$ cat src/rtl/shared_reg_arbiter.sv
// Round-robin write arbiter for one shared register.
// A requester may lock ownership for a bounded run of writes.
module shared_reg_arbiter #(
  parameter int NUM_REQ  = 4,
  parameter int WIDTH    = 8,
  parameter int MAX_LOCK = 8
) (
  input  logic                     clk,
  input  logic                     rst,
  input  logic [NUM_REQ-1:0]       req,
  input  logic [NUM_REQ-1:0]       lock,
  input  logic [NUM_REQ*WIDTH-1:0] wdata,
  output logic [NUM_REQ-1:0]       ack,
  output logic [WIDTH-1:0]         q,
  output logic [$clog2(NUM_REQ)-1:0] owner,
  output logic                     locked
);

  localparam int IW = $clog2(NUM_REQ);
  localparam int CW = $clog2(MAX_LOCK + 1);
  localparam bit CAN_LOCK = (MAX_LOCK > 1);

  typedef enum logic {IDLE, OWNED} state_t;

  state_t state, state_nxt;

  logic [IW-1:0]      ptr, ptr_nxt;
  logic [CW-1:0]      cnt, cnt_nxt;
  logic [WIDTH-1:0]   q_nxt;
  logic [NUM_REQ-1:0] ack_nxt;
  logic [IW-1:0]      owner_nxt;
  logic [IW-1:0]      win;
  logic               win_vld;
  logic [IW:0]        idx;
  logic               own_exit;

  function automatic logic [IW-1:0] inc(input logic [IW-1:0] x);
    return (x == IW'(NUM_REQ - 1)) ? '0 : x + 1'b1;
  endfunction

  // first requester at or after ptr, wrapping
  always_comb begin
    win_vld = 1'b0;
    win     = '0;
    idx     = '0;
    for (int k = 0; k < NUM_REQ; k++) begin
      idx = {1'b0, ptr} + (IW+1)'(k);
      if (idx >= (IW+1)'(NUM_REQ))
        idx = idx - (IW+1)'(NUM_REQ);
      if (!win_vld && req[idx[IW-1:0]]) begin
        win_vld = 1'b1;
        win     = idx[IW-1:0];
      end
    end
  end

  assign own_exit = !lock[owner] ||
                    (cnt >= CW'(MAX_LOCK - 1));

  // state and registered outputs
  always_ff @(posedge clk) begin
    if (rst) begin
      state <= IDLE;
      ptr   <= '0;
      cnt   <= '0;
      q     <= '0;
      ack   <= '0;
      owner <= '0;
    end else begin
      state <= state_nxt;
      ptr   <= ptr_nxt;
      cnt   <= cnt_nxt;
      q     <= q_nxt;
      ack   <= ack_nxt;
      owner <= owner_nxt;
    end
  end

  // next-state selection
  always_comb begin
    state_nxt = state;
    unique case (state)
      IDLE:
        if (win_vld && lock[win] && CAN_LOCK)
          state_nxt = OWNED;
      OWNED:
        if (own_exit)
          state_nxt = IDLE;
      default: state_nxt = IDLE;
    endcase
  end

  // write, ack, pointer and lock-count updates
  always_comb begin
    q_nxt     = q;
    ack_nxt   = '0;
    ptr_nxt   = ptr;
    cnt_nxt   = cnt;
    owner_nxt = owner;
    unique case (state)
      IDLE: begin
        if (win_vld) begin
          q_nxt        = wdata[int'(win)*WIDTH +: WIDTH];
          ack_nxt[win] = 1'b1;
          ptr_nxt      = inc(win);
          if (lock[win] && CAN_LOCK) begin
            owner_nxt = win;
            cnt_nxt   = CW'(1);
          end
        end
      end
      OWNED: begin
        cnt_nxt = cnt + 1'b1;
        if (req[owner]) begin
          q_nxt          = wdata[int'(owner)*WIDTH +: WIDTH];
          ack_nxt[owner] = 1'b1;
        end
        if (own_exit) begin
          ptr_nxt = inc(owner);
          cnt_nxt = '0;
        end
      end
      default: ;
    endcase
  end

  assign locked = (state == OWNED);

endmodule

$ cat config.mk
export PLATFORM = sky130hd
export DESIGN_NAME = shared_reg_arbiter
export DESIGN_NICKNAME = d
export VERILOG_FILES = /design/src/rtl/shared_reg_arbiter.sv
export SDC_FILE = /design/constraint.sdc
export NUM_CORES = 1
export LEC_CHECK = 0
export ABC_AREA = 1
export CORE_ASPECT_RATIO = 1.1
export CORE_MARGIN = 10
export CORE_UTILIZATION = 40
export DETAILED_ROUTE_END_ITERATION = 7
export HOLD_SLACK_MARGIN = 0.05
export PLACE_DENSITY = 0.71
export SLEW_MARGIN = 25
export SYNTH_ARGS = -nofsm -noshare
export SYNTH_HDL_FRONTEND = slang
export SYNTH_SLANG_ARGS = --single-unit
$ cat constraint.sdc
create_clock -name clk -period 2.8 [get_ports clk]
set_input_delay 0.56 -clock clk [delete_from_list [all_inputs] [get_ports clk]]
set_output_delay 0.56 -clock clk [all_outputs]
set_load 0.05 [all_outputs]
==> flow_summary.json <==
{
  "grt_pass1_wl_um": 9052,
  "worst_slack_ps": 436.4,
  "synthesis.area_sq_um": 1789,
  "whs_path_depth": 2,
  "cts_hold_buf": 0,
  "cts_sinks": 21,
  "synthTopCellsByArea": "dfxtp_1 23%, nand2_1 17%, nand3_1 11%",
  "path_max_fanout": 9,
  "p_leak_nw": 1.197,
  "fin_crit_ps": 2364,
  "die_area_sq_um": 7551,
  "syn_to_final_growth_pct": 35.10,
  "r2r-end": "q[4]",
  "cp-end-kind": "register",
  "final_core_util_pct": 56.00,
  "dr.pass1.iters": 4,
  "slowest_delay_ps": 440,
  "root_buffer": "clkbuf_8",
  "yosysWarnings": 0,
  "clk_pin_slew_worst_paths_ps": 80,
  "post_synth.cell_area_avg_sq_um": 6.278,
  "dpl_worst_slack_ps": 166.9,
  "fp-row-count": 25,
  "rsz0062_at_grt": "false",
  "holdPathEnd": "cnt[3]",
  "finalClockSkew_ps": 2.563,
  "synth.distinct_cells": 26,
  "post_cts_buffers": 0,
  "core_area_sq_um": 4317,
  "synth_fp_nets": 336,
  "power_density_nw_per_um2": 1184,
  "gr-total-overflow": 0,
  "worst-path-buf-inv": 4,
  "wirelength_um": 5208,
  "yosys_most_used_dff": "dfxtp_1",
  "clockBufferDepth": 2,
  "diodes": 0,
  "antenna_found_initial": 0,
  "fin_setup_tns_ps": 0,
  "crit_arrival_ps": 2530,
  "worstHoldPathType": "register to register",
  "cp_top_family": "simple AND/OR/NAND/NOR gates",
  "grt_max_degree": 19,
  "crit_chain": "clkdlybuf4s50_1, inv_1, nand2_2, nand3_1, nand2_2, nor2_4, nand3_1, nand3_1, nand2_2, o21ai_4, inv_2, nand3_1, nand3_1, nand2_1, inv_1",
  "run_status": "finished, final reports clean",
  "initial_core_util_pct": 41.45,
  "die_w_um": 83.77,
  "critPathRequiredTime_ps": 2970,
  "drt-initial-drc-count": 86,
  "wl_per_cell_um": 13.25,
  "ant_nets": 0,
  "slowest_stage": "clkdlybuf4s50_1",
  "drcViolationCount": 0,
  "crit_type": "input port to register",
  "finalHoldViolCount": 0,
  "crit_top_cell": "nand3_1",
  "viasPerCell": 4.954,
  "post_cts_resized": 0,
  "reg2reg_slack_ps": 570,
  "synthCells": 285,
  "worstSetupStartpointType": "input port",
  "cts_made_buffers": 3,
  "maxCapViolCount": 0,
  "synth_top_area_share_pct": 23.50,
  "finalMaxSlewViolations": 0,
  "grt_usage_pct": 13.71,
  "clk_latency_ps": 260,
  "synthTopCellsByCount": "80 x nand2_1, 46 x inv_1, 38 x nand3_1, 21 x dfxtp_1, 16 x nand3b_1",
  "nets": 391,
  "pin_count": 57,
  "crit_start": "req[3]",
  "yosysTopAreaCell": "dfxtp_1",
  "tightest_slew_ps": 612.6,
  "ys_seq_area_share_pct": 23.50,
  "report.final.setup_viol": 0,
  "fmax_mhz": 423.1,
  "placed_area_sq_um": 2371,
  "final_area_sq_um": 2417,
  "timing.rr.start": "ptr[0]",
  "async_reset_ff_share_pct": 0,
  "die_h_um": 90.15,
  "vias": 1947,
  "worst_r2r_path_depth": 15,
  "cts_tree": "done",
  "place_congestion": 0.9080,
  "first_global_vias": 2030,
  "ys_ff_latch": 21,
  "io_buffers": 56,
  "place_hpwl_um": 4165,
  "ir_drop_uv": 613.7,
  "drive_gt1_share_pct": 8.555,
  "synth_edf_count": 0,
  "htreeDepth": 1,
  "period_share_pct": 84.42,
  "yosysMostFrequentCell": "nand2_1",
  "min_from": "cnt[3]",
  "relSlewSlack_pct": 59.15
}
[per-stage QoR]
step / hold WS, ps / power, mW / cells
2_1_floorplan: 459.0 / 2.185 / 285
3_3_place_gp: 476.2 / 2.632 / 389
3_5_place_dp: 482.1 / 2.654 / 389
4_1_cts: 495.4 / 2.869 / 393
5_1_grt: 541.0 / 3.156 / 393
6_report: 490.2 / 2.863 / 393
[sequential cells by signal, indices dropped and copies added, names as in the netlist]
signal and flops:
owner 2, q 8, cnt 4, ptr 2
ack 4, locked 1
[layer usage]
layer	global-route usage (%)	vias up	part of all wire [%]
met4	3.212	0	0.65
met2	22.83	56	47
met5	0	-	0
li1	-	1020	-
met3	5.144	4	8.4
met1	16.13	867	44
[cell families (layout without fill, tap and decap cells)]
group | after synthesis | in the layout | synth area share [%]
and+or+nand+nor | 161 | 161 | 45.52
AOI/OAI and AO/OA | 35 | 35 | 10.77
DFF | 21 | 21 | 23.50
buffers and inverters | 59 | 113 | 13.92
adders and majority gates | 9 | 9 | 6.294
[worst max path at each step]
| stage | end | slack [ps] | cells past startpoint |
|---|---|---|---|
| after floorplan | q[6] | 740 | 9 |
| after global placement | q[4] | 200 | 15 |
| after detailed placement | q[4] | 170 | 15 |
| after CTS | q[4] | 440 | 15 |
| after global routing | q[4] | 170 | 15 |
| final | q[4] | 440 | 15 |
[power by group]
group / switching, mW / leakage, nW / internal, mW
sequential: 0.102 / 0.173 / 0.409
combinational: 1.44 / 0.999 / 0.706
clock: 0.108 / 0.0255 / 0.0992
total: 1.65 / 1.20 / 1.21
[layout make-up]
cell class              count  area [sq um]
well taps                  54         67.56
fillers                   442          1899
clock inverters             1         5.005
multi-input cells         205          1120
repair buffers             57         568.0
clock buffers               3         41.29
flip-flops and latches     21         420.4
inverters                  52         195.2
[layout by cell type (no fill, tap or decap), types with 2 or more instances in the layout]
master           synthesis  routed
nor2_1                   4       4
o21ai_0                 15      15
clkbuf_8                 0       3
a31oi_1                  2       2
a21oi_1                 15      15
nand4_1                  6       6
dfxtp_1                 21      21
nand2_2                  9       9
nand2_1                 80      80
inv_1                   46      46
ha_1                     9       9
nand3b_1                16      16
inv_2                    5       5
nand2_4                  2       2
clkdlybuf4s50_1          0      56
nand3_1                 38      38
nand3_2                  2       2
nand3_4                  2       2
[tightest hold or removal path, cell delays in order (launching register included)]
cell     delay (ps)
dfxtp_1         320
nand3_1          70
a21oi_1          60
Note: power is estimated with default switching activity, not from simulation.
